<file path="src/rtl/mem_access_unit.sv">
// Initiator side of the byte-addressed, big-endian 32-bit data memory port.
// Serves load/store/swap requests, doing read-modify-write for sub-word stores.
module mem_access_unit #(
   parameter int MEM_LAT = 1
) (
   input  logic        clk,
   input  logic        rst_n,
   input  logic        req_valid,
   output logic        req_ready,
   input  logic [1:0]  req_op,
   input  logic [1:0]  req_size,
   input  logic        req_signed,
   input  logic [31:0] req_addr,
   input  logic [31:0] req_wdata,
   output logic        rsp_valid,
   input  logic        rsp_ready,
   output logic [31:0] rsp_rdata,
   output logic        rsp_err,
   output logic [31:0] mem_addr,
   output logic [31:0] mem_dat_in,
   output logic        mem_we,
   output logic        mem_swap,
   input  logic [31:0] mem_dat_out
);

   localparam int LAT_W = (MEM_LAT > 1) ? $clog2(MEM_LAT) : 1;
   localparam logic [LAT_W-1:0] LAT_LAST = LAT_W'(MEM_LAT - 1);

   localparam logic [1:0] OP_LOAD  = 2'b00;
   localparam logic [1:0] OP_STORE = 2'b01;
   localparam logic [1:0] OP_SWAP  = 2'b10;
   localparam logic [1:0] SZ_BYTE  = 2'b00;
   localparam logic [1:0] SZ_HALF  = 2'b01;
   localparam logic [1:0] SZ_WORD  = 2'b10;

   typedef enum logic [1:0] {IDLE, READ, WRITE, RESP} state_t;

   state_t            state_q, state_d;
   logic [1:0]        op_q, op_d;
   logic [1:0]        size_q, size_d;
   logic              signed_q, signed_d;
   logic [1:0]        offset_q, offset_d;
   logic [31:0]       wdata_q, wdata_d;
   logic [LAT_W-1:0]  lat_q, lat_d;
   logic [31:0]       rsp_rdata_d;
   logic              rsp_err_d;
   logic [31:0]       mem_addr_d;
   logic [31:0]       mem_dat_in_d;
   logic              mem_we_d;

   logic              req_err;
   logic [7:0]        lane_byte;
   logic [15:0]       lane_half;
   logic [31:0]       load_data;
   logic [31:0]       merge_data;

   assign req_ready = (state_q == IDLE);
   assign rsp_valid = (state_q == RESP);
   assign mem_swap  = 1'b0;

   // Reserved encodings, sub-word swaps and misaligned accesses never touch memory.
   always_comb begin
      req_err = 1'b0;
      if (req_op == 2'b11 || req_size == 2'b11)
         req_err = 1'b1;
      if (req_op == OP_SWAP && req_size != SZ_WORD)
         req_err = 1'b1;
      if (req_size == SZ_HALF && req_addr[0])
         req_err = 1'b1;
      if (req_size == SZ_WORD && req_addr[1:0] != 2'b00)
         req_err = 1'b1;
   end

   // Big-endian lane select: offset 0 is the most significant byte.
   always_comb begin
      case (offset_q)
         2'd0:    lane_byte = mem_dat_out[31:24];
         2'd1:    lane_byte = mem_dat_out[23:16];
         2'd2:    lane_byte = mem_dat_out[15:8];
         default: lane_byte = mem_dat_out[7:0];
      endcase
      lane_half = offset_q[1] ? mem_dat_out[15:0] : mem_dat_out[31:16];
      case (size_q)
         SZ_BYTE: load_data = {{24{signed_q & lane_byte[7]}}, lane_byte};
         SZ_HALF: load_data = {{16{signed_q & lane_half[15]}}, lane_half};
         default: load_data = mem_dat_out;
      endcase
   end

   always_comb begin
      merge_data = mem_dat_out;
      if (size_q == SZ_BYTE) begin
         case (offset_q)
            2'd0:    merge_data[31:24] = wdata_q[7:0];
            2'd1:    merge_data[23:16] = wdata_q[7:0];
            2'd2:    merge_data[15:8]  = wdata_q[7:0];
            default: merge_data[7:0]   = wdata_q[7:0];
         endcase
      end else if (offset_q[1]) begin
         merge_data[15:0] = wdata_q[15:0];
      end else begin
         merge_data[31:16] = wdata_q[15:0];
      end
   end

   // Next-state logic; every memory-facing output is registered so it cannot glitch.
   always_comb begin
      state_d      = state_q;
      op_d         = op_q;
      size_d       = size_q;
      signed_d     = signed_q;
      offset_d     = offset_q;
      wdata_d      = wdata_q;
      lat_d        = lat_q;
      rsp_rdata_d  = rsp_rdata;
      rsp_err_d    = rsp_err;
      mem_addr_d   = mem_addr;
      mem_dat_in_d = mem_dat_in;
      mem_we_d     = 1'b0;
      case (state_q)
         IDLE: begin
            if (req_valid) begin
               op_d        = req_op;
               size_d      = req_size;
               signed_d    = req_signed;
               offset_d    = req_addr[1:0];
               wdata_d     = req_wdata;
               lat_d       = '0;
               rsp_rdata_d = 32'h0;
               rsp_err_d   = 1'b0;
               if (req_err) begin
                  rsp_err_d = 1'b1;
                  state_d   = RESP;
               end else if (req_op == OP_STORE && req_size == SZ_WORD) begin
                  mem_addr_d   = {req_addr[31:2], 2'b00};
                  mem_dat_in_d = req_wdata;
                  mem_we_d     = 1'b1;
                  state_d      = WRITE;
               end else begin
                  mem_addr_d = {req_addr[31:2], 2'b00};
                  state_d    = READ;
               end
            end
         end
         READ: begin
            if (lat_q == LAT_LAST) begin
               if (op_q == OP_LOAD) begin
                  rsp_rdata_d = load_data;
                  state_d     = RESP;
               end else if (op_q == OP_SWAP) begin
                  rsp_rdata_d  = mem_dat_out;
                  mem_dat_in_d = wdata_q;
                  mem_we_d     = 1'b1;
                  state_d      = WRITE;
               end else begin
                  mem_dat_in_d = merge_data;
                  mem_we_d     = 1'b1;
                  state_d      = WRITE;
               end
            end else begin
               lat_d = lat_q + LAT_W'(1);
            end
         end
         WRITE: begin
            state_d = RESP;
         end
         RESP: begin
            if (rsp_ready)
               state_d = IDLE;
         end
         default: state_d = IDLE;
      endcase
   end

   always_ff @(posedge clk or negedge rst_n) begin
      if (!rst_n) begin
         state_q    <= IDLE;
         op_q       <= 2'b00;
         size_q     <= 2'b00;
         signed_q   <= 1'b0;
         offset_q   <= 2'b00;
         wdata_q    <= 32'h0;
         lat_q      <= '0;
         rsp_rdata  <= 32'h0;
         rsp_err    <= 1'b0;
         mem_addr   <= 32'h0;
         mem_dat_in <= 32'h0;
         mem_we     <= 1'b0;
      end else begin
         state_q    <= state_d;
         op_q       <= op_d;
         size_q     <= size_d;
         signed_q   <= signed_d;
         offset_q   <= offset_d;
         wdata_q    <= wdata_d;
         lat_q      <= lat_d;
         rsp_rdata  <= rsp_rdata_d;
         rsp_err    <= rsp_err_d;
         mem_addr   <= mem_addr_d;
         mem_dat_in <= mem_dat_in_d;
         mem_we     <= mem_we_d;
      end
   end

endmodule

</file>
<file path="config.mk">
export PLATFORM = sky130hd
export DESIGN_NAME = mem_access_unit
export DESIGN_NICKNAME = d
export VERILOG_FILES = /design/src/rtl/mem_access_unit.sv
export SDC_FILE = /design/constraint.sdc
export NUM_CORES = 1
export LEC_CHECK = 0
export CAP_MARGIN = 0
export CORE_MARGIN = 1.5
export CORE_UTILIZATION = 35
export DETAILED_ROUTE_END_ITERATION = 8
export GPL_TIMING_DRIVEN = 0
export PLACE_DENSITY = 0.68
export SETUP_SLACK_MARGIN = 0.5
export SYNTH_ARGS = -nofsm -noshare
export SYNTH_HDL_FRONTEND = slang
export SYNTH_SLANG_ARGS = --single-unit
</file>
<file path="constraint.sdc">
create_clock -name clk -period 4.1 [get_ports clk]
set_input_delay 1.23 -clock clk [delete_from_list [all_inputs] [get_ports clk]]
set_output_delay 1.23 -clock clk [all_outputs]
set_load 0.05 [all_outputs]
</file>
Word level (Yosys, flattened, before mapping) --
Index checks and enable logic that the tools add are counted. Widths: inputs -> output; s select.
Storage, ports and cells: bits in registers 138, bits in latches 0, RAM bits 0, ROM bits 0, input port bits 105, output and inout port bits 101, word-level logic and storage cells 98, memories 0
Cells by class: add/sub/neg operators 1, $mul 0, div/mod/pow operators 0, $lt $le $gt $ge 0, equality and inequality tests 21, shift operators 0, mux-type cells 43, bitwise logic cells 3, reductions and logical operators 18
Operator list (count):
- $mux 32 | 11
- $pmux 32 s2 | 3
- $mux 16 | 3
- $mux 8 | 4
- $pmux 8 s3 | 1
- $eq 2x2->1 const B | 8
- $mux 1 | 13
- $eq 2x1->1 const B | 5
- $mux 2 | 5
- $ne 2x2->1 const B | 5
- $logic_not 2->1 | 4
- $pmux 2 s4 | 1
- $reduce_and 3->1 | 2
- $reduce_and 6->1 | 1
- $logic_and 1x1->1 | 4
- $ne 2x1->1 const B | 2
- $pmux 1 s2 | 2
- $reduce_and 2->1 | 2
- $reduce_and 4->1 | 1
- $reduce_bool 2->1 | 2
- $ne 3x3->1 const B | 1
- $reduce_or 3->1 | 1
- $and 1x1->1 | 2
- $add 1x1->1 const B | 1
- 2 further kinds | 2

Depth between registers and ports, before layout --
Gate-level depths: netlist of run 1.
depth after elaboration 9, mapped depth 9, gate-level depth less buffers 6

Worst setup path after synthesis of run 1 --
Ideal clock, no wire load.
path kind input-to-reg, start input req_size[0], end register mem_dat_in[6], library setup time 0.125 ns, data arrival time 2.534 ns, data required time 3.975 ns, slack 1.442 ns, cell stages on the path 5, buffers on the path 1, cells stage by stage nor4b_4 > a31oi_4 > nor2_2 > buf_4 > mux2_2
On the way: word-level cells in the longest chain between the ends 8, elaborated cells on any way between the ends 16, those cells by class 6 x eq/ne; 4 x mux; 6 x reduce/logical
RTL lines:
- start: declaration | line 11 | input logic [1:0] req_size,
- $eq 2x2->1 | line 64 | if (req_op == 2'b11 || req_size == 2'b11)
- $logic_or 1x1->1 | line 64
- $mux 1 | line 64
- $mux 1 | line 66 | if (req_op == OP_SWAP && req_size != SZ_WORD)
- $mux 1 | line 68 | if (req_size == SZ_HALF && req_addr[0])
- $mux 1 | line 70 | if (req_size == SZ_WORD && req_addr[1:0] != 2'b00)
- $ne 2x2->1 (no source line)
- $reduce_and 6->1 (no source line) (*)
- end signal: assignment | line 200 | mem_dat_in <= mem_dat_in_d;
- end: declaration | line 20 | output logic [31:0] mem_dat_in,
Mark *: on every way between the ends. The rest lies on a longest branch, timed or not. A chain may end at the register's enable or synchronous reset.

Worst setup path after layout of run 1 --
start register state_q[1], end output req_ready
On the way: word-level cells in the longest chain between the ends 1
RTL lines:
- start: declaration | line 38 | state_t state_q, state_d;
- start signal: assignment | line 190 | state_q <= state_d;
- $logic_not 2->1 | line 57 | assign req_ready = (state_q == IDLE);
- end: declaration | line 9 | output logic req_ready,
No other way between the ends.

==> flow_metrics.env, run 1 <==
export IMPL_status="complete, no violations"
export IMPL_synthTopCellsByArea="dfrtp_1 47%, mux2_2 14%, o21ai_0 3.2%"
export IMPL_drt_initial_drc_count=566
export IMPL_swShare_pct=47.5
export IMPL_synthArstFlopShare_pct=100
export IMPL_mappedNetlistArea_mm2=0.00730
export IMPL_synth_seq_cells=137
export IMPL_vias_per_cell=5.51
export IMPL_critPathRequiredTime_ps=2870
export IMPL_cts_setup_buffers=0
export IMPL_die_height_um=147
export IMPL_whs_endpoint="rsp_rdata[14]"
export IMPL_grt_pass1_wl_mm=38.5
export IMPL_power_frac_comb_pct=59.3
export IMPL_layout_drive_gt1_share_pct=18.6
export IMPL_yosysWarnings=0
export IMPL_setup_ws_ps=914
export IMPL_rsz0062_at_grt="false"
export IMPL_pin_count=206
export IMPL_overflow=0
export IMPL_grt_max_degree=79
export IMPL_synth_main_ff_cell="dfrtp_1"
export IMPL_r2r_end="mem_dat_in[15]"
export IMPL_critPathArrivalTime_ps=1960
export IMPL_worst_pin_slew_ps=895
export IMPL_ir_worst_vdd_mv=0.477
export IMPL_drv_slew=0
export IMPL_diodes=0
export IMPL_place_gp_congestion=0.906
export IMPL_min_path_cells=1
export IMPL_dr_wl_met2_mm=11.3
export IMPL_placed_cell_area_mm2=0.00969
export IMPL_leakage_uw=0.00415
export IMPL_num_nets_final=1003
export IMPL_port_buffers=202
export IMPL_yosysSeqAreaShare_pct=47.0
export IMPL_num_rows=52
export IMPL_holdWs_ps=477
export IMPL_totalWireLength_mm=24.9
export IMPL_endpoint_kind="primary output"
export IMPL_synth_edff_count=0
export IMPL_cts_repair_resized=0
export IMPL_detail_route_antenna_nets=0
export IMPL_antenna_found_initial=1
export IMPL_grt_usage_pct=23.4
export IMPL_p_int_uw=5200
export IMPL_finalCritPeriodShare_pct=77.7
export IMPL_netlist_instances=670
export IMPL_htreeDepth=4
export IMPL_hpwl_mm=18.8
export IMPL_synth_distinct_cells=63
export IMPL_cpMaxStageDelayCell="clkdlybuf4s50_1"
export IMPL_hp_class="flop to flop"
export IMPL_routedWlPerCell_um=21.2
export IMPL_p_seq_share_pct=24.9
export IMPL_finalNonFillerCells=1177
export IMPL_switchingPower_uw=4700
export IMPL_fillers=1825
export IMPL_clk_pin_slew_ps=60
export IMPL_r2r_start="state_q[1]"
export IMPL_min_period_ps=3190
export IMPL_worstPathMaxFanout=3
export IMPL_cts_tree="done"
export IMPL_cap_violations=0
export IMPL_place_ws_ps=503
export IMPL_startpoint_type="flop"
export IMPL_dp_cells=1145
export IMPL_yosysTopAreaCell="dfrtp_1"
export IMPL_cts_sinks=137
export IMPL_avgSynthCellArea_um2=10.9
export IMPL_rr_worst_depth=7
export IMPL_path_class="flop to primary output"
export IMPL_cts_buffers=17
export IMPL_grt_pass1_vias=6567
export IMPL_max_freq_mhz=314
export IMPL_start_util_pct=35.8
export IMPL_hold_viol=0
export IMPL_setup_viol_count_final=0
export IMPL_powerDensity_mw_per_mm2=961
export IMPL_root_buffer="clkbuf_16"
export IMPL_clkPwrFrac_pct=15.9
export IMPL_highest_signal_layer="met5"
export IMPL_dr_total_vias=6484
export IMPL_core_area_mm2=0.0204
export IMPL_cts_hold_buf=0
export IMPL_crit_chain="inv_1 > ha_1 > clkdlybuf4s50_1"
export IMPL_drt_pass1_iter_count=8
export IMPL_dieWidth_um=147
export IMPL_area_growth_pct=41.1
export IMPL_yosysMostFrequentCell="dfrtp_1"
export IMPL_min_from="rsp_rdata[14]"
export IMPL_yosys_area_top_type_share_pct=47.0
export IMPL_r2r_setup_slack_ps=1460
export IMPL_design_area_mm2=0.0103
export IMPL_fp_dieArea_mm2=0.0217
export IMPL_wl_met3_mm=2.60
export IMPL_wl_met1_mm=10.3
export IMPL_drc=0
export IMPL_clk_insertion_delay_late_ps=430
export IMPL_finClkSkew_ps=10.8
export IMPL_cts_max_path_buffers=2
export IMPL_critical_path_max_stage_delay_ps=840
export IMPL_ys_top_cells_by_count="137 x dfrtp_1, 90 x mux2_2, 51 x nor2_1"
export IMPL_slew_headroom_pct=39.8
==> metal layers <==
layer,GRT usage (%),up-vias
li1,-,2969
met1,30.3,3134
met2,36.4,328
met3,8.36,51
met4,8.20,2
met5,0,-
==> how the worst max path moves through the flow <==
stage,start,to,depth (start not counted),slack (ps)
2_1_floorplan,req_size[0],mem_dat_in[6],5,1440
3_3_place_gp,rst_n,rsp_rdata[26],1,-3810
3_5_place_dp,req_size[0],mem_dat_in[7],6,500
4_1_cts,state_q[1],req_ready,3,870
5_1_grt,state_q[1],req_ready,3,790
6_report,state_q[1],req_ready,3,910
==> stage by stage <==
stage,TNS [ps],utilization [%],total power [µW]
final,0,50.6,9890
after global routing,0,50.6,10400
after CTS,0,50.6,9910
after detailed placement,0,47.6,8300
after global placement,-520490,47.5,8220
after floorplan,0,-,6400
==> placed cells by master, fill, tap and decap left out, types with 6 or more instances in the layout <==
cell type and instances:
o311a_1 8, o22a_1 6, o21a_1 9, nand3_1 10
o221ai_1 6, a221o_1 16, nand2_1 28, clkbuf_16 17
a31oi_1 8, mux2_2 90, o221a_2 6, nand3b_1 9
nor4_1 8, o2111ai_1 8, buf_2 18, dfrtp_1 137
o21ai_0 46, a22oi_1 8, a211oi_1 17, clkdlybuf4s50_1 201
nor2b_1 23, nor3_1 17, a2bb2oi_1 8, clkbuf_1 28
mux2i_1 8, o31ai_1 10, buf_1 9, a22o_1 9
nor2_1 51, a211o_1 9
==> power groups by stage <==
stage | clock, µW | combinational (µW) | sequential, µW
after floorplan | 0 | 2580 | 3820
after detailed placement | 0 | 5830 | 2460
after global routing | 1660 | 6230 | 2540
final | 1570 | 5860 | 2460
after global placement | 0 | 5780 | 2440
after CTS | 1600 | 5860 | 2450
==> critical path: cells and delay by family (launching register included) <==
| kind | cells | cell delay (ps) |
|---|---|---|
| DFF | 1 | 400 |
| buffers and inverters | 2 | 950 |
| adders and majority gates | 1 | 180 |
==> final cells by class <==
| type | instances | area (µm²) | area share [%] |
|---|---|---|---|
| multi-input cells | 470 | 3570 | 34.7 |
| flip-flops and latches | 137 | 3430 | 33.3 |
| repair buffers | 203 | 2050 | 19.9 |
| clock buffers | 22 | 484 | 4.70 |
| well taps | 270 | 338 | 3.28 |
| plain buffers | 61 | 289 | 2.81 |
| clock inverters | 10 | 116 | 1.13 |
| inverters | 4 | 15.0 | 0.146 |
==> logic make-up after synthesis <==
family	Yosys count	synth area share, %
buf+inv	65	4.17
fa+ha+maj	4	0.686
other cells	1	0.0514
flops	137	47.0
compound gates	197	20.6
mux	100	15.6
simple gates	166	11.9
==> registers in the layout, indices dropped and copies added, names as in the netlist <==
name and count:
rsp_err 1, signed_q 1, state_q 2, wdata_q 32
size_q 2, rsp_rdata 32, op_q 2, mem_addr 30
mem_dat_in 32, mem_we 1, offset_q 2
No activity file was read; power rests on OpenSTA's default activity.
==> run 2, diff against run 1 <==
Settings changed: PLACE_DENSITY 0.68 to 0.7.
Clock period 4.1 ns to 2.9 ns, I/O delays scaled along.
==> run 2 against run 1 <==
Register-to-register slack worse by 840 ps. Via count increased by 3.7%. Clock power grew 55%. Critical path depth is 4 higher. Final cell count rose by 0.42%. Sequential share of layout area barely moved. First-iteration DRC count is 15% lower. Total power is 40% higher. Highest routed layer is now met4.
==> flow_metrics.env, run 2 (synthesis results as in run 1) <==
export IMPL_final_cell_mix="137 x dfrtp_1, 102 x dlygate4sd2_1, 94 x clkdlybuf4s50_1, 90 x mux2_2, 51 x nor2_1"
export IMPL_clk_insertion_delay_late_ps=440
export IMPL_hp_class="input port to async pin"
export IMPL_die_height_um=147
export IMPL_cts_sinks=137
export IMPL_leakage_uw=0.00447
export IMPL_grtUsageMet1_pct=30.8
export IMPL_layout_drive_gt1_share_pct=21.1
export IMPL_grt_pass1_vias=6702
export IMPL_final_common_cell="dfrtp_1"
export IMPL_startpoint_type="input port"
export IMPL_num_nets_final=1006
export IMPL_crit_start="req_op[0]"
export IMPL_placed_cell_area_mm2=0.00969
export IMPL_drv_slew=0
export IMPL_root_buffer="clkbuf_16"
export IMPL_power_frac_comb_pct=57.7
export IMPL_num_rows=52
export IMPL_finalCritPeriodShare_pct=79.6
export IMPL_top_regs="mem_dat_in (32), rsp_rdata (32), wdata_q (32)"
export IMPL_grt_busiest_layer="met2"
export IMPL_swShare_pct=48.3
export IMPL_antenna_found_initial=2
export IMPL_dieWidth_um=147
export IMPL_setup_viol_count_final=0
export IMPL_critPathRequiredTime_ps=3230
export IMPL_grt_pass1_wl_mm=38.9
export IMPL_totalWireLength_mm=25.3
export IMPL_clk_pin_slew_ps=60
export IMPL_switchingPower_uw=6700
export IMPL_dp_cells=1145
export IMPL_r2r_setup_slack_ps=620
export IMPL_status="complete, no violations"
export IMPL_grt_util_met2_pct=36.9
export IMPL_pin_count=206
export IMPL_powerDensity_mw_per_mm2=1350
export IMPL_path_class="input port to flop"
export IMPL_rr_worst_depth=7
export IMPL_start_util_pct=35.8
export IMPL_cts_tree="done"
export IMPL_ir_worst_vdd_mv=0.747
export IMPL_endpoint_kind="flop"
export IMPL_finClkSkew_ps=18.6
export IMPL_holdWs_ps=333
export IMPL_grt_usage_pct=23.7
export IMPL_r2r_end="mem_dat_in[14]"
export IMPL_r2r_start="state_q[1]"
export IMPL_htreeDepth=4
export IMPL_critPathArrivalTime_ps=2630
export IMPL_hold_viol=0
export IMPL_detail_route_antenna_nets=0
export IMPL_area_growth_pct=41.0
export IMPL_cts_buffers=17
export IMPL_cap_violations=0
export IMPL_drc=0
export IMPL_overflow=0
export IMPL_cp_endpoint="mem_dat_in[25]"
export IMPL_fp_dieArea_mm2=0.0217
export IMPL_grt_max_degree=100
export IMPL_drt_initial_drc_count=479
export IMPL_clkPwrFrac_pct=17.6
export IMPL_hpwl_mm=18.9
export IMPL_fillers=1884
export IMPL_core_area_mm2=0.0204
export IMPL_place_gp_congestion=0.900
export IMPL_grt_use_met3_pct=7.35
export IMPL_rsz0062_at_grt="false"
export IMPL_design_area_mm2=0.0103
export IMPL_vias_per_cell=5.69
export IMPL_max_freq_mhz=433
export IMPL_slew_headroom_pct=49.7
export IMPL_port_buffers=202
export IMPL_routedWlPerCell_um=21.4
export IMPL_p_seq_share_pct=24.7
export IMPL_min_period_ps=2310
export IMPL_dr_total_vias=6722
export IMPL_finalNonFillerCells=1182
export IMPL_drt_pass1_iter_count=5
export IMPL_p_int_uw=7190
export IMPL_worst_pin_slew_ps=755
export IMPL_fin_tns_setup_ps=0
export IMPL_cts_max_path_buffers=2
export IMPL_cts_hold_buf=0
export IMPL_worstPathMaxFanout=10
==> run 2: changes by cell type in the layout (fill, tap and decap cells not counted), sizes merged <==
cell	before	now
clkinvlp	2	4
diode	0	2
clkdlybuf4s15	0	1
dlymetal6s2s	0	1
buf	36	39
dlygate4sd2	0	102
clkbuf	49	48
clkdlybuf4s50	201	94
inv	5	6
bufinv	2	5
clkinv	5	3
==> run 2: through the flow <==
| stage | setup slack [ps] | power (µW) | util (%) |
|---|---|---|---|
| 5_1_grt | 513 | 14600 | 50.5 |
| 2_1_floorplan | 516 | 9040 | - |
| 4_1_cts | 353 | 13800 | 50.4 |
| 3_5_place_dp | -254 | 11700 | 47.6 |
| 3_3_place_gp | -4590 | 11600 | 47.5 |
| 6_report | 592 | 13900 | 50.5 |
==> run 2: metal layers <==
metal | up-vias | routed length (µm)
met2 | 414 | 11400
li1 | 2994 | -
met3 | 60 | 2820
met5 | - | 0
met1 | 3254 | 10200
met4 | 0 | 874
==> run 2: cell type report <==
type                    count  area, µm²  area share [%]
flip-flops and latches    137       3430            33.3
repair buffers            206       1930            18.8
clock buffers              18        439            4.27
well taps                 270        338            3.28
clock inverters            14        220            2.14
inverters                   4       15.0           0.146
multi-input cells         470       3610            35.1
plain buffers              61        304            2.95
diodes                      2       5.00          0.0486
==> run 2: repair_timing <==
item	CTS	global route
setup endpoints to repair	160	37
setup buffers	3	0
gates resized for setup	115	27
pin swaps	3	0
==> run 2: power groups by stage <==
stage | clock (µW) | sequential, µW | combinational [µW]
6_report | 2440 | 3440 | 8010
3_5_place_dp | 0 | 3470 | 8260
2_1_floorplan | 0 | 5390 | 3650
3_3_place_gp | 0 | 3440 | 8170
5_1_grt | 2560 | 3530 | 8500
4_1_cts | 2470 | 3420 | 7940
==> run 2: worst min-delay path by stage <==
stage / start / to / slack (ps) / cells past startpoint
after floorplan: wdata_q[16] / wdata_q[16] / 470 / 1
after global placement: rsp_rdata[14] / rsp_rdata[14] / 460 / 1
after detailed placement: rsp_rdata[14] / rsp_rdata[14] / 470 / 1
after CTS: rst_n / mem_addr[28] / 350 / 1
after global routing: rst_n / mem_addr[28] / 370 / 1
final: rst_n / mem_addr[28] / 330 / 1
==> run 2: worst max-delay path, cell delays in order <==
cell and delay [ps]:
clkdlybuf4s50_1 560, nor2b_4 220, a31oi_4 170, or2_1 280, buf_6 130, buf_6 140
o31ai_1 250
